**src/rtl/instruction_fetch.sv**
```systemverilog
// Instruction fetch stage: credit-limited, in-order fetch into a small {pc, instruction}
// buffer, with redirect flush and dropping of responses that belong to abandoned requests.
module instruction_fetch #(
    parameter logic [31:0] RESET_PC   = 32'h0000_0000,
    parameter int unsigned FIFO_DEPTH = 2
) (
    input  logic        clk,
    input  logic        rst,
    output logic        imem_req_valid,
    input  logic        imem_req_ready,
    output logic [31:0] imem_req_addr,
    input  logic        imem_rsp_valid,
    input  logic [31:0] imem_rsp_data,
    input  logic        redirect_valid,
    input  logic [31:0] redirect_pc,
    input  logic        stall,
    output logic        id_valid,
    output logic [31:0] id_pc,
    output logic [31:0] id_instruction,
    output logic [31:0] id_pc_next
);
    localparam int unsigned AW = (FIFO_DEPTH > 1) ? $clog2(FIFO_DEPTH) : 1;
    localparam int unsigned CW = $clog2(FIFO_DEPTH + 1) + 1;
    localparam logic [CW-1:0] DEPTH_C = CW'(FIFO_DEPTH);
    localparam logic [31:0] NOP = 32'h0000_0013;

    // Request channel: a request transfers on a rising edge where imem_req_valid && imem_req_ready.
    // Responses come back in request order and cannot be backpressured.

    // Fetch address and request accounting.
    logic [31:0]   fetch_pc_q, fetch_pc_d;
    logic [CW-1:0] live_q, live_d;
    logic [CW-1:0] drop_q, drop_d;

    // In-order tags of issued addresses, consumed by live responses.
    logic [31:0]   pcq_q [FIFO_DEPTH];
    logic [AW-1:0] pcq_wr_q, pcq_wr_d;
    logic [AW-1:0] pcq_rd_q, pcq_rd_d;

    // Instruction buffer.
    logic [31:0]   fifo_pc_q   [FIFO_DEPTH];
    logic [31:0]   fifo_data_q [FIFO_DEPTH];
    logic [AW-1:0] wr_ptr_q, wr_ptr_d;
    logic [AW-1:0] rd_ptr_q, rd_ptr_d;
    logic [CW-1:0] count_q, count_d;

    logic [31:0]   last_pc_q, last_pc_d;

    logic [CW-1:0] inflight;
    logic [CW-1:0] occupancy;
    logic          credit_ok;
    logic          req_fire;
    logic          rsp_drop;
    logic          rsp_live;
    logic          rsp_consumed;
    logic          fifo_empty;
    logic          fifo_full;
    logic          fifo_push;
    logic          fifo_pop;
    logic [31:0]   head_pc;
    logic [31:0]   head_data;

    // Handshake and credit decode.
    always_comb begin
        inflight       = live_q + drop_q;
        occupancy      = inflight + count_q;
        credit_ok      = occupancy < DEPTH_C;
        imem_req_valid = !rst && !redirect_valid && credit_ok;
        imem_req_addr  = fetch_pc_q;
        req_fire       = imem_req_valid && imem_req_ready;

        rsp_drop       = imem_rsp_valid && (drop_q != '0);
        rsp_live       = imem_rsp_valid && (drop_q == '0) && (live_q != '0);
        rsp_consumed   = rsp_drop || rsp_live;

        fifo_empty     = (count_q == '0);
        fifo_full      = (count_q == DEPTH_C);
        head_pc        = fifo_pc_q[rd_ptr_q];
        head_data      = fifo_data_q[rd_ptr_q];

        id_valid       = !fifo_empty && !redirect_valid;
        fifo_pop       = id_valid && !stall;
        // A response landing in a redirect cycle belongs to the old path.
        fifo_push      = !rst && rsp_live && !redirect_valid;
    end

    // Decode-facing bundle; PCs hold their last presented value while idle.
    always_comb begin
        id_pc          = id_valid ? head_pc : last_pc_q;
        id_instruction = id_valid ? head_data : NOP;
        id_pc_next     = id_pc + 32'd4;
        last_pc_d      = id_valid ? head_pc : last_pc_q;
    end

    // Next-state for fetch PC, counters and pointers.
    always_comb begin
        fetch_pc_d = fetch_pc_q;
        live_d     = live_q;
        drop_d     = drop_q;
        pcq_wr_d   = pcq_wr_q;
        pcq_rd_d   = pcq_rd_q;
        wr_ptr_d   = wr_ptr_q;
        rd_ptr_d   = rd_ptr_q;
        count_d    = count_q;

        if (redirect_valid) begin
            fetch_pc_d = {redirect_pc[31:2], 2'b00};
            // Every outstanding request now returns a word that must be discarded.
            drop_d     = drop_q + live_q - CW'(rsp_consumed);
            live_d     = '0;
            pcq_wr_d   = '0;
            pcq_rd_d   = '0;
            wr_ptr_d   = '0;
            rd_ptr_d   = '0;
            count_d    = '0;
        end else begin
            if (req_fire) begin
                fetch_pc_d = fetch_pc_q + 32'd4;
                pcq_wr_d   = pcq_wr_q + AW'(1);
            end
            if (rsp_drop) begin
                drop_d = drop_q - CW'(1);
            end
            if (rsp_live) begin
                pcq_rd_d = pcq_rd_q + AW'(1);
            end
            live_d = live_q + CW'(req_fire) - CW'(rsp_live);

            if (fifo_push) begin
                wr_ptr_d = wr_ptr_q + AW'(1);
            end
            if (fifo_pop) begin
                rd_ptr_d = rd_ptr_q + AW'(1);
            end
            count_d = count_q + CW'(fifo_push) - CW'(fifo_pop);
        end
    end

    always_ff @(posedge clk) begin
        if (rst) begin
            fetch_pc_q <= RESET_PC;
            live_q     <= '0;
            drop_q     <= '0;
            pcq_wr_q   <= '0;
            pcq_rd_q   <= '0;
            wr_ptr_q   <= '0;
            rd_ptr_q   <= '0;
            count_q    <= '0;
            last_pc_q  <= '0;
        end else begin
            fetch_pc_q <= fetch_pc_d;
            live_q     <= live_d;
            drop_q     <= drop_d;
            pcq_wr_q   <= pcq_wr_d;
            pcq_rd_q   <= pcq_rd_d;
            wr_ptr_q   <= wr_ptr_d;
            rd_ptr_q   <= rd_ptr_d;
            count_q    <= count_d;
            last_pc_q  <= last_pc_d;
        end
    end

    // Storage arrays carry no reset; occupancy is tracked by the pointers above.
    always_ff @(posedge clk) begin
        if (fifo_push) begin
            fifo_pc_q[wr_ptr_q]   <= pcq_q[pcq_rd_q];
            fifo_data_q[wr_ptr_q] <= imem_rsp_data;
        end
        if (req_fire) begin
            pcq_q[pcq_wr_q] <= fetch_pc_q;
        end
    end

    a_fifo_no_overflow: assert property (@(posedge clk) disable iff (rst)
        !(fifo_push && fifo_full && !fifo_pop));
    a_tag_no_overflow: assert property (@(posedge clk) disable iff (rst)
        !(req_fire && (live_q == DEPTH_C)));

endmodule
```
**config.mk**
```make
export PLATFORM = sky130hd
export DESIGN_NAME = instruction_fetch
export DESIGN_NICKNAME = d
export VERILOG_FILES = /design/src/rtl/instruction_fetch.sv
export SDC_FILE = /design/constraint.sdc
export NUM_CORES = 1
export LEC_CHECK = 0
export ABC_AREA = 1
export CAP_MARGIN = 10
export CORE_MARGIN = 3
export CORE_UTILIZATION = 44
export DETAILED_ROUTE_END_ITERATION = 16
export PLACE_DENSITY_LB_ADDON = 0.12
export SKIP_CTS_REPAIR_TIMING = 1
export SLEW_MARGIN = 20
export SYNTH_ARGS = -nofsm -noshare
export SYNTH_HDL_FRONTEND = slang
export SYNTH_SLANG_ARGS = --single-unit
```
**constraint.sdc**
```tcl
create_clock -name clk -period 6.05 [get_ports clk]
set_input_delay 1.21 -clock clk [delete_from_list [all_inputs] [get_ports clk]]
set_output_delay 1.21 -clock clk [all_outputs]
set_load 0.01 [all_outputs]
```
==> flow_metrics.env <==
export IMPL_hold_viol=0
export IMPL_powerDensity_nw_per_um2=249.3
export IMPL_max_cap_violations=0
export IMPL_tightest_slew_ps=864.0
export IMPL_stdcell_area_um2=15380
export IMPL_cts_sink_count=261
export IMPL_hp_start="last_pc_q[1]$_SDFF_PP0_"
export IMPL_portBuffers=195
export IMPL_synth_most_common_cell="nand2_1"
export IMPL_io_pins=200
export IMPL_wl_per_cell_um=15.83
export IMPL_synth_edf_count=184
export IMPL_rows=60
export IMPL_ff2ff_path_depth=16
export IMPL_track_usage_pct=19.75
export IMPL_fin_crit_ps=5357
export IMPL_h_tree_depth=1
export IMPL_die_area_um2=29850
export IMPL_worstPathRequired_ps=4840
export IMPL_cts_buffer_depth=3
export IMPL_placed_cell_area_um2=14470
export IMPL_r2r_end="live_q[2]$_SDFF_PP0_"
export IMPL_relSlewSlack_pct=42.40
export IMPL_hold_ws_ps=439.8
export IMPL_overflow=0
export IMPL_die_h_um=172.8
export IMPL_startpoint_type="input pin"
export IMPL_drc=0
export IMPL_finalSetupViolCount=0
export IMPL_pre_cts_ws_ps=679.7
export IMPL_rrSetupSlack_ps=2340
export IMPL_yosys_area_top_type="edfxtp_1"
export IMPL_ys_seq_area_share_pct=57.74
export IMPL_power_leakage_nw=5.744
export IMPL_fillerInstances=2381
export IMPL_first_global_vias=9111
export IMPL_synth_common_cells="470 x nand2_1, 184 x edfxtp_1, 120 x nor2_1"
export IMPL_r2r_start="live_q[0]$_SDFF_PP0_"
export IMPL_skew_ps=27.65
export IMPL_critPathMaxFanout=29
export IMPL_worstPathArrival_ps=4150
export IMPL_numCtsBuffers=28
export IMPL_rsz0062_at_grt="false"
export IMPL_n_antenna_cell=0
export IMPL_finalCritPeriodShare_pct=88.55
export IMPL_yosys_top_cells_area="edfxtp_1 45%, nand2_1 14%, dfxtp_1 13%"
export IMPL_vias=9226
export IMPL_worst_setup_path_type="input pin to primary output"
export IMPL_yosysUniqueCellTypes=37
export IMPL_layout_nets=1578
export IMPL_viasPerCell=4.889
export IMPL_coreArea_um2=27180
export IMPL_dpl_hpwl_um=20860
export IMPL_place_gp_congestion=0.8827
export IMPL_tns_ps=0
export IMPL_clkLatencyLatePin_ps=550
export IMPL_grt_max_degree=63
export IMPL_drt_pass1_iterations=5
export IMPL_area_delta_synth_final_pct=25.64
export IMPL_totalWireLength_um=29880
export IMPL_ir_worst_vdd_uv=198.6
export IMPL_worstSetupEndpointType="primary output"
export IMPL_cts_root_buf="clkbuf_16"
export IMPL_yosysTopAreaCellShare_pct=45.15
export IMPL_synthFlopType="edfxtp_1"
export IMPL_tritoncts="done"
export IMPL_drtIter0Drc=678
export IMPL_hold_end="last_pc_q[1]$_SDFF_PP0_"
export IMPL_start_util_pct=45.03
export IMPL_ys_warn_count=0
export IMPL_drive_above_1_share_pct=10.03
export IMPL_antenna_found_initial=0
export IMPL_antenna_left=0
export IMPL_setup_slack_ps=692.8
export IMPL_synthArstFlopShare_pct=0
export IMPL_netlist_area_um2=12240
export IMPL_drv_slew=0
export IMPL_clk_pin_slew_ps=50
export IMPL_min_path_cells=2
export IMPL_status="complete, no violations"
export IMPL_synth_area_per_cell_um2=9.371
export IMPL_fmax_mhz=186.7
export IMPL_die_x_um=172.8
export IMPL_synth_seq_cells=261
export IMPL_grt_pass1_wl_um=48510
export IMPL_netlist_instances=1306
export IMPL_hold_path_class="register to register"
[how the worst max path moves through the flow]
stage                              start                           to  slack, ps  cells after the start
after global placement    redirect_valid               id_pc_next[18]        690                     12
after global routing      redirect_valid               id_pc_next[19]        500                     13
after floorplan           imem_rsp_valid  fifo_data_q[0][0]$_DFFE_PP_       1240                      4
final                     redirect_valid               id_pc_next[18]        690                     12
after detailed placement  redirect_valid               id_pc_next[18]        680                     12
after CTS                 redirect_valid               id_pc_next[18]        670                     12
[logic make-up (layout without fill, tap and decap cells)]
group	after synthesis	after routing	synth area share (%)
muxes	30	30	2.760
DFF	261	261	57.74
xor gates and xnor gates	33	33	2.362
adders and majority gates	15	15	1.779
buffers and inverters	128	336	4.866
AOI/OAI and AO/OA	87	87	3.670
other	1	2	0.03064
and+or+nand+nor	751	751	26.79
[placed cells by master, fill, tap and decap left out, drive strengths merged, types with 21 or more instances in the layout]
cell / instances
nand2: 495
clkdlybuf4s50: 194
edfxtp: 184
nor2: 139
nand3: 95
dfxtp: 77
inv: 74
a21oi: 62
clkbuf: 38
mux2: 30
xor2: 28
o21ai: 21
[sequential cells by signal (all words and copies together) (netlist names), named ones only]
register,cells
fifo_data_q,64
fifo_pc_q,60
pcq_q,60
last_pc_q,32
imem_req_addr,30
count_q,3
drop_q,3
live_q,3
pcq_rd_q,1
pcq_wr_q,1
rd_ptr_q,1
wr_ptr_q,1
[per-layer routing]
| metal | global-route usage, % | wire length [um] | vias to the layer above |
|---|---|---|---|
| li1 | - | - | 4647 |
| met1 | 28.42 | 14170 | 4247 |
| met2 | 31.63 | 13320 | 287 |
| met3 | 3.382 | 1834 | 45 |
| met4 | 4.392 | 551 | 0 |
| met5 | 0 | 0 | - |
[critical path: stages]
cell and delay [ps]:
clkdlybuf4s50_1 490, clkinv_2 110, buf_4 400, nand3_1 150, nand2_1 170, ha_1 280, nand3_2 180, inv_1 140
nand2_1 130, nor2_1 160, xor2_1 150, clkdlybuf4s50_1 550
[layout make-up]
cell class,count,area (um^2),area share (%)
sequential,261,7068,45.97
multi-input combinational,918,4599,29.91
timing repair buffer,209,2052,13.35
clock buffer,38,758.2,4.931
tap,372,465.4,3.027
inverter,75,285.3,1.855
clock inverter,14,147.6,0.9602
[metrics by stage]
step	power, mW	utilization [%]	std cells
global placement	2.221	53.25	1835
CTS	3.878	56.58	1887
floorplan	2.108	-	1307
finish	3.833	56.58	1887
detailed placement	2.223	53.25	1835
global route	3.980	56.58	1887
[where the power goes]
part,total (mW),internal (mW),switching [mW]
clock network,1.65,0.967,0.680
logic,0.214,0.105,0.109
registers,1.97,1.93,0.0388
Note: power is estimated with default switching activity, not from simulation.
